## config.mk

```make
export PLATFORM = sky130hd
export DESIGN_NAME = pass_entry_unit
export DESIGN_NICKNAME = d
export VERILOG_FILES = /design/src/rtl/pass_entry_unit.sv
export SDC_FILE = /design/constraint.sdc
export NUM_CORES = 1
export LEC_CHECK = 0
export ABC_CLOCK_PERIOD_IN_PS = 2150
export CORE_MARGIN = 8
export CORE_UTILIZATION = 40
export DETAILED_ROUTE_END_ITERATION = 8
export PLACE_DENSITY_LB_ADDON = 0.25
export SETUP_SLACK_MARGIN = 0.2
export SLEW_MARGIN = 20
export SYNTH_ARGS = -nofsm -noshare
export SYNTH_HDL_FRONTEND = slang
export SYNTH_SLANG_ARGS = --single-unit
```

## constraint.sdc

```tcl
create_clock -name clk -period 2.15 [get_ports clk]
set_input_delay 0.3225 -clock clk [delete_from_list [all_inputs] [get_ports clk]]
set_output_delay 0.3225 -clock clk [all_outputs]
set_load 0.005 [all_outputs]
```

## src/rtl/pass_entry_unit.sv

```systemverilog
// ---------------------------------------------------------------------------
// pass_entry_unit
//
// Front end of the smart-home door lock. Shifts a password in bit-serially
// from the keypad, presents it on pass[] to an external combinational
// comparator for exactly one CHECK cycle, and samples the comparator's
// equal result in that cycle. A correct entry produces a one-cycle granted
// pulse. A wrong or short entry bumps the consecutive-failure count. When
// that count reaches MAX_FAIL, the keypad is locked out for LOCK_CYCLES
// cycles.
//
// Optional feature (compile-time macro ENTRY_TIMEOUT_EN):
//   When the macro is defined, an entry that sits in COLLECT for
//   TIMEOUT_CYCLES cycles without a key strobe is discarded. When it is
//   undefined, COLLECT waits indefinitely.
//
// Parameters:
//   PASS_W          password width in bits (>=2)
//   MAX_FAIL        consecutive failures that trigger lockout (1..7)
//   LOCK_CYCLES     lockout duration in clk cycles (>=1)
//   TIMEOUT_CYCLES  idle cycles allowed between key presses (timeout build)
//
// Ports:
//   clk         in   1       system clock, rising edge
//   rst         in   1       asynchronous, active-high reset
//   bit_in      in   1       keypad data bit, valid while bit_strobe=1
//   bit_strobe  in   1       one-cycle strobe: shift bit_in into the entry
//   enter       in   1       one-cycle strobe: submit the entry
//   equal       in   1       comparator result for the current pass[]
//   pass        out  PASS_W  entered password, MSB first
//   pass_valid  out  1       high exactly in the CHECK cycle
//   granted     out  1       one-cycle pulse after a successful check
//   locked      out  1       high throughout the lockout
//   fail_cnt    out  3       consecutive-failure count (saturates)
//   state_dbg   out  2       current FSM state (0 IDLE, 1 COLLECT,
//                            2 CHECK, 3 LOCK)
//
// Handshake: bit_strobe and enter are single-cycle valid pulses. There is
// no ready/back-pressure. A strobe is consumed in the cycle it is high or
// is dropped (during CHECK and LOCK, when the entry is already full, or
// when it collides with enter or with a timeout). equal is qualified by
// pass_valid and is ignored in every other cycle.
// ---------------------------------------------------------------------------
module pass_entry_unit #(
  parameter int PASS_W         = 2,
  parameter int MAX_FAIL       = 3,
  parameter int LOCK_CYCLES    = 16,
  parameter int TIMEOUT_CYCLES = 32
) (
  input  logic              clk,
  input  logic              rst,
  input  logic              bit_in,
  input  logic              bit_strobe,
  input  logic              enter,
  input  logic              equal,
  output logic [PASS_W-1:0] pass,
  output logic              pass_valid,
  output logic              granted,
  output logic              locked,
  output logic [2:0]        fail_cnt,
  output logic [1:0]        state_dbg
);

  // Bit counter must be able to hold the value PASS_W itself ("full").
  localparam int CNT_W = $clog2(PASS_W + 1);
  localparam logic [CNT_W-1:0] CNT_FULL = CNT_W'(PASS_W);

  // One timer width serves both the lockout down-counter and, in the
  // timeout build, the idle counter. It is sized for the longer interval.
  localparam int TMR_MAX = (LOCK_CYCLES > TIMEOUT_CYCLES) ? LOCK_CYCLES : TIMEOUT_CYCLES;
  localparam int TMR_W   = $clog2(TMR_MAX + 1);

  localparam logic [2:0] FAIL_MAX = 3'(MAX_FAIL);

  typedef enum logic [1:0] {
    IDLE    = 2'd0,
    COLLECT = 2'd1,
    CHECK   = 2'd2,
    LOCK    = 2'd3
  } state_t;

  state_t           state;
  logic [CNT_W-1:0] bit_cnt;
  logic             short_entry;  // entry submitted with fewer than PASS_W bits
  logic [TMR_W-1:0] lock_cnt;
  logic [2:0]       fail_next;
  logic             timeout_hit;

  assign state_dbg = state;

  // Failure count after one more failure. It saturates so it can never wrap,
  // even though reaching FAIL_MAX always diverts into LOCK.
  assign fail_next = (fail_cnt >= FAIL_MAX) ? FAIL_MAX : fail_cnt + 3'd1;

`ifdef ENTRY_TIMEOUT_EN
  // Idle counter: counts COLLECT cycles since the last key strobe.
  logic [TMR_W-1:0] idle_cnt;

  // The timeout cycle is the TIMEOUT_CYCLES-th strobe-free COLLECT cycle.
  // It overrides any strobe or enter arriving in that same cycle.
  assign timeout_hit = (state == COLLECT) && (idle_cnt == TMR_W'(TIMEOUT_CYCLES - 1));

  always_ff @(posedge clk or posedge rst) begin
    if (rst) begin
      idle_cnt <= '0;
    end else if (state != COLLECT || bit_strobe || timeout_hit) begin
      idle_cnt <= '0;
    end else begin
      idle_cnt <= idle_cnt + TMR_W'(1);
    end
  end
`else
  assign timeout_hit = 1'b0;
`endif

  always_ff @(posedge clk or posedge rst) begin
    if (rst) begin
      state       <= IDLE;
      pass        <= '0;
      bit_cnt     <= '0;
      short_entry <= 1'b0;
      pass_valid  <= 1'b0;
      granted     <= 1'b0;
      locked      <= 1'b0;
      fail_cnt    <= 3'd0;
      lock_cnt    <= '0;
    end else begin
      // pass_valid and granted are single-cycle. They default low and are
      // raised only on the transitions that own them.
      pass_valid <= 1'b0;
      granted    <= 1'b0;

      case (state)
        IDLE: begin
          if (enter) begin
            // Nothing has been keyed in, so this entry is always short.
            // enter wins over a simultaneous strobe.
            state       <= CHECK;
            pass_valid  <= 1'b1;
            short_entry <= 1'b1;
          end else if (bit_strobe) begin
            pass    <= {pass[PASS_W-2:0], bit_in};
            bit_cnt <= CNT_W'(1);
            state   <= COLLECT;
          end
        end

        COLLECT: begin
          if (timeout_hit) begin
            // Abandoned entry: discard it silently without counting a failure.
            pass    <= '0;
            bit_cnt <= '0;
            state   <= IDLE;
          end else if (enter) begin
            state       <= CHECK;
            pass_valid  <= 1'b1;
            short_entry <= (bit_cnt != CNT_FULL);
          end else if (bit_strobe && (bit_cnt != CNT_FULL)) begin
            // Once the entry is full, extra strobes leave pass and count unchanged.
            pass    <= {pass[PASS_W-2:0], bit_in};
            bit_cnt <= bit_cnt + CNT_W'(1);
          end
        end

        CHECK: begin
          // equal reflects the pass[] presented during this cycle.
          pass        <= '0;
          bit_cnt     <= '0;
          short_entry <= 1'b0;
          if (equal && !short_entry) begin
            granted  <= 1'b1;
            fail_cnt <= 3'd0;
            state    <= IDLE;
          end else begin
            fail_cnt <= fail_next;
            if (fail_next == FAIL_MAX) begin
              state    <= LOCK;
              locked   <= 1'b1;
              lock_cnt <= TMR_W'(LOCK_CYCLES - 1);
            end else begin
              state <= IDLE;
            end
          end
        end

        LOCK: begin
          // locked is high for lock_cnt = LOCK_CYCLES-1 down to 0, which is
          // exactly LOCK_CYCLES cycles. Keypad inputs are not looked at here.
          if (lock_cnt == '0) begin
            locked   <= 1'b0;
            fail_cnt <= 3'd0;
            state    <= IDLE;
          end else begin
            lock_cnt <= lock_cnt - TMR_W'(1);
          end
        end

        default: state <= IDLE;
      endcase
    end
  end

endmodule

```

## Yosys cells after proc, flatten, opt, wreduce, memory -nomap -nowiden

Cells that the tools add are included.

| storage, ports and cells | value |
|---|---|
| logic and storage cells | 78 |
| input port bits | 6 |
| output and inout bits | 10 |
| flip-flop bits (word level) | 19 |

| operators by class | value |
|---|---|
| multiplexer cells | 35 |
| magnitude comparators | 1 |
| add/sub/neg operators | 3 |
| equal/unequal tests | 16 |
| reductions and logical operators | 14 |

Operators with widths:

| cell | count |
|---|---|
| 2-bit 2-to-1 mux | 13 |
| 2-bit inequality test (second input constant) | 11 |
| 6-bit 2-to-1 mux | 3 |
| 2-bit one-hot mux with 3 select lines | 2 |
| 6-bit one-hot mux with 2 select lines | 1 |
| 1-bit 2-to-1 mux | 9 |
| 3-bit 2-to-1 mux | 3 |
| 2-bit one-hot mux with 4 select lines | 1 |
| 4-bit AND reduction | 2 |
| 6-bit logical NOT | 1 |
| 3-bit one-hot mux with 2 select lines | 1 |
| 3-bit AND reduction | 2 |
| 6-bit by 1-bit subtractor with 6-bit output (second input constant) | 1 |
| 5-bit AND reduction | 1 |
| 2-bit == test (second input constant) | 2 |
| 3-bit by 1-bit adder with 3-bit output (second input constant) | 1 |
| 3-bit by 2-bit == test with 1-bit output (second input constant) | 1 |
| 3-bit by 2-bit greater-or-equal comparator with 1-bit output (second input constant) | 1 |
| 3-bit inequality test (second input constant) | 1 |
| 1-bit one-hot mux with 3 select lines | 1 |
| 3-bit nonzero test | 1 |
| 2-bit by 1-bit adder with 2-bit output (second input constant) | 1 |
| 2-bit by 1-bit == test with 1-bit output (second input constant) | 1 |
| 1-bit logical AND | 2 |
| 6 further kinds | 6 |

## Depth between registers and ports, before layout

| depth | value |
|---|---|
| depth after elaboration | 6 |
| depth in mapped cells | 7 |

## Worst setup path after synthesis

Ideal clock, no wire load.

| timing | value |
|---|---|
| kind | reg2reg |
| start | reg fail_cnt[0] |
| end | reg lock_cnt[4] |
| setup time | 128 ps |
| cell stages (with the launch flop) | 7 |
| path buffers | 0 |
| setup slack | 186 ps |
| data arrival time | 1,837 ps |
| path through | dfrtp_1 ha_1 ha_1 a211o_1 o211ai_2 a211oi_1 mux2_1 |

| between the ends | value |
|---|---|
| longest elaborated chain between the ends | 5 |

Ends and longest elaborated chain:

| item | RTL line | RTL |
|---|---|---|
| start, declared | 60 | `output logic [2:0] fail_cnt,` |
| start signal, assigned | 175 | `fail_cnt <= fail_next;` |
| 3-bit by 1-bit adder with 3-bit output or 3-bit by 2-bit greater-or-equal comparator with 1-bit output (tied branches) | 93 | `assign fail_next = (fail_cnt >= FAIL_MAX) ? FAIL_MAX : fail_cnt + 3'd1;` |
| 3-bit 2-to-1 mux (*) | 93 |  |
| 3-bit by 2-bit == test with 1-bit output (*) | 176 | `if (fail_next == FAIL_MAX) begin` |
| 2-bit inequality test (no line) (*) | - |  |
| 4-bit AND reduction (no line) (*) | - |  |
| end signal, assigned | 179 | `lock_cnt <= TMR_W'(LOCK_CYCLES - 1);` |
| end signal, assigned | 194 | `lock_cnt <= lock_cnt - TMR_W'(1);` |
| end, declared | 85 | `logic [TMR_W-1:0] lock_cnt;` |

Every way passes the cells marked *; elsewhere a longest branch is shown, timed or not.
A chain may end at the register's enable or synchronous reset.

## Worst setup path in the final report

| timing | value |
|---|---|
| start | reg fail_cnt[0] |
| end | reg lock_cnt[5] |

The elaborated chain is that of the path after synthesis.

==> metrics.md <==
| Metric | Value |
|---|---|
| Outcome | `finished, final reports clean` |
| Grt ovf | `0` |
| Post-Synth Adder-Cell Area | `9.46%` |
| Post-synthesis sequential area ratio | `40.0%` |
| Synthesized area per cell | `between 9 and 10 um2` |
| Synth Area in Simple Gates | `16.8%` |
| Hold Path Class | `in2async` |
| Worst rel slew slack | `about 74%` |
| Max-cap violations | `0` |
| Worst Clk Skew | `0.00739 ns` |
| Hold buffers post-CTS | `0` |
| Port Buf Inserts | `15` |
| Fmax | `about 510 MHz` |
| Yosys cell types | `29` |
| Setup repair after global routing missed its margin | `yes` |
| Worst path buffer plus inverter count | `0` |
| Fillers | `about 270` |
| Largest family of logic cells by synthesized area | `compound AO/OA/AOI/OAI gates` |
| Total chip power | `1.92 mW` |
| WP data arrival | `2.14 ns` |
| Fraction of registers with async set/reset | `100%` |
| First-pass GRT wire length | `4.58 mm` |
| Synth Area in XOR/XNOR | `0%` |
| Starting Density | `42.8%` |
| Drt first pass iters | `3` |
| Routed vias/inst | `5.38` |
| Final min period | `1.95 ns` |
| CTS Buffer Depth | `2` |
| DP Wirelength | `between 1.5 and 2 mm` |
| Core area | `0.00278 mm2` |
| Clk_lat worst skew | `0.31 ns` |
| Layout cells sized above 1 | `21.4%` |
| Critical path startpoint category | `register` |
| H-tree depth | `1` |
| Share of the synthesized area in the top cell type | `roughly two fifths` |
| Worst-Margin Slew | `0.388 ns` |
| Worst R2R Start | `fail_cnt[0]` |
| Worst reg2reg path depth | `6` |
| Post-route setup slack | `0.204 ns` |
| CP cell instances | `ha_2 > ha_4 > and3b_2 > o211ai_4 > a211oi_2 > mux2_4` |
| Crit-path max FO | `5` |
| Die H | `70.5 um` |
| Crit path max-delay family | `adder cells` |
| Count of final hold-check violations | `0` |
| DRT iter0 DRCs | `60` |
| Endpoints failing setup | `0` |
| Final antenna-violating net count | `0` |
| Ys Warns | `0` |
| Initial antenna violation count | `0` |
| Row Count | `19` |
| Max-slew violation count | `0` |
| Die X | `70.5 um` |
| Reg area | `between 400 and 500 um2` |
| Worst slack, placed | `0.0834 ns` |
| Max incr delay on CP | `0.41 ns` |
| Clock sinks | `19` |
| Worst setup EP type | `register` |
| GRT Total Usage | `11.0%` |
| Critical Path End | `lock_cnt[5]` |
| EDFF count, synth | `0` |
| Peak VDD IR | `0.000689 V` |
| CTS tree | `yes` |
| GPL Wtd Cong | `about 0.77` |
| Diodes inserted | `0` |
| Clock buffer count from CTS | `3` |
| Share of synthesized area spent on multiplexers | `11.7%` |
| Ports | `16` |
| Top cells by area, synth | `dfrtp_1 40%, ha_1 9.5%, nor2b_1 5.8%` |
| Levels on crit path | `6` |
| Synth Instances | `119` |
| Wire per inst | `14.4 um` |
| Syn nets | `134` |
| Root buf cell | `clkbuf_4` |
| Critical Path RT | `around 2.4 ns` |
| Nets | `161` |
| R2R Setup Slk | `0.20 ns` |
| Clock transition at path regs | `~0.11 ns` |
| Pleak | `slightly below 0.7 nW` |
| Multi-input gate area | `717 um2` |
| Area Growth Syn to Fin | `27.6%` |
| Reg-to-Reg End | `lock_cnt[5]` |
| Flip-flop and latch count after synthesis | `19` |
| CP max stage cell | `dfrtp_1` |
| Area leader, netlist | `dfrtp_1` |
| Most common cell in the netlist | `dfrtp_1` |
| Vias in the first global route | `1012` |
| Most frequent cells after synthesis | `19 x dfrtp_1, 13 x inv_1, 12 x nor2_1` |
| Critical path class | `reg2reg` |
| Largest net degree at the start of global routing | `20` |
| Compound-Gate Fraction of Synth Area | `17.6%` |
| Die footprint | `0.00498 mm2` |
| Ys flop type | `dfrtp_1` |
| PD cells | `roughly 1300 mW/mm2` |
| CP Launch Point | `fail_cnt[0]` |
| Number of remaining DRC errors | `0` |
| Post-synthesis cell area | `between 0.001 and 0.0015 mm2` |
| Vias | `between 900 and 1000` |
| Aggregate routed wire length | `2.53 mm` |
| Final period utilization | `90.5%` |
| Sum Neg Setup Slack | `0 ns` |
==> report_power, final <==
group,internal (mW),total [mW],switching [mW]
Clock,0.0696,0.183,0.114
Sequential,0.487,0.590,0.103
Combinational,0.600,1.15,0.549
Total,1.16,1.92,0.765
==> repair_timing <==
item                                    4_1_cts  5_1_grt
buffers inserted                              3        2
endpoints found under the setup margin        5       12
resized for setup                             3        7
pin swaps                                     2        5
cloned                                        0        0
==> worst min path at each step <==
stage / endpoint / slack [ns] / cells after the start
after CTS: fail_cnt[2] / 0.35 / 3
after global routing: locked / 0.36 / 3
final: fail_cnt[1] / 0.34 / 3
after floorplan: bit_cnt[0] / 0.27 / 1
after detailed placement: short_entry / 0.46 / 1
after global placement: short_entry / 0.46 / 1
==> cell type report <==
type                            count  share of cell area [%]
Clock buffer                        3                    1.48
Clock inverter                      1                   0.330
Inverter                           13                    3.22
Multi-Input combinational cell     86                    47.2
Sequential cell                    19                    31.3
Tap cell                           31                    2.56
Timing Repair Buffer               23                    13.8
==> stage by stage <==
stage / hold slack, ns / std cells / cell area (um2) / utilization (%)
final: 0.343 / 176 / 1520 / 54.6
after global routing: 0.358 / 176 / 1520 / 54.6
after CTS: 0.349 / 174 / 1460 / 52.6
after detailed placement: 0.463 / 167 / 1400 / 50.4
after global placement: 0.460 / 167 / 1400 / 50.4
after floorplan: 0.274 / 119 / 1190 / -
==> logic make-up (layout without fill, tap and decap cells) <==
family | Yosys count | after routing
adder cells (fa/ha/maj) | 9 | 9
multiplexers | 13 | 13
AND/OR/NAND/NOR | 36 | 36
buffers and inverters | 14 | 40
flip-flops | 19 | 19
AO/OA/AOI/OAI | 28 | 28
==> registers in the layout, summed over array words and instances (netlist names) <==
| signal | flops |
|---|---|
| granted | 1 |
| pass | 2 |
| pass_valid | 1 |
| locked | 1 |
| bit_cnt | 2 |
| lock_cnt | 6 |
| state_dbg | 2 |
| short_entry | 1 |
| fail_cnt | 3 |
==> tightest hold or removal path, cell delays in order <==
cell	delay [ns]
clkdlybuf4s50_1	0.40
inv_1	0.06
buf_4	0.27
==> placed cells by master (no fill, tap or decap), drive strengths merged <==
| cell | instances |
|---|---|
| a211o | 2 |
| a211oi | 6 |
| a21o | 2 |
| a21oi | 4 |
| a22o | 1 |
| and3b | 1 |
| buf | 8 |
| clkbuf | 3 |
| clkdlybuf4s50 | 15 |
| clkinv | 1 |
| dfrtp | 19 |
| ha | 9 |
| inv | 13 |
| mux2 | 7 |
| mux2i | 6 |
| nand2 | 5 |
| nand2b | 2 |
| nor2 | 12 |
| nor2b | 11 |
| nor3 | 1 |
| o211a | 2 |
| o211ai | 1 |
| o21a | 1 |
| o21ai | 5 |
| o22ai | 1 |
| o2bb2ai | 3 |
| or3 | 4 |
==> per-layer routing <==
layer  wire length, um  up-vias  global-route usage (%)
met3               153        4                    4.46
li1                  -      469                       -
met4                39        0                    4.38
met1              1120      458                    13.1
met5                 0        -                       0
met2              1220       16                    17.3
Note: power is estimated with default switching activity, not from simulation.
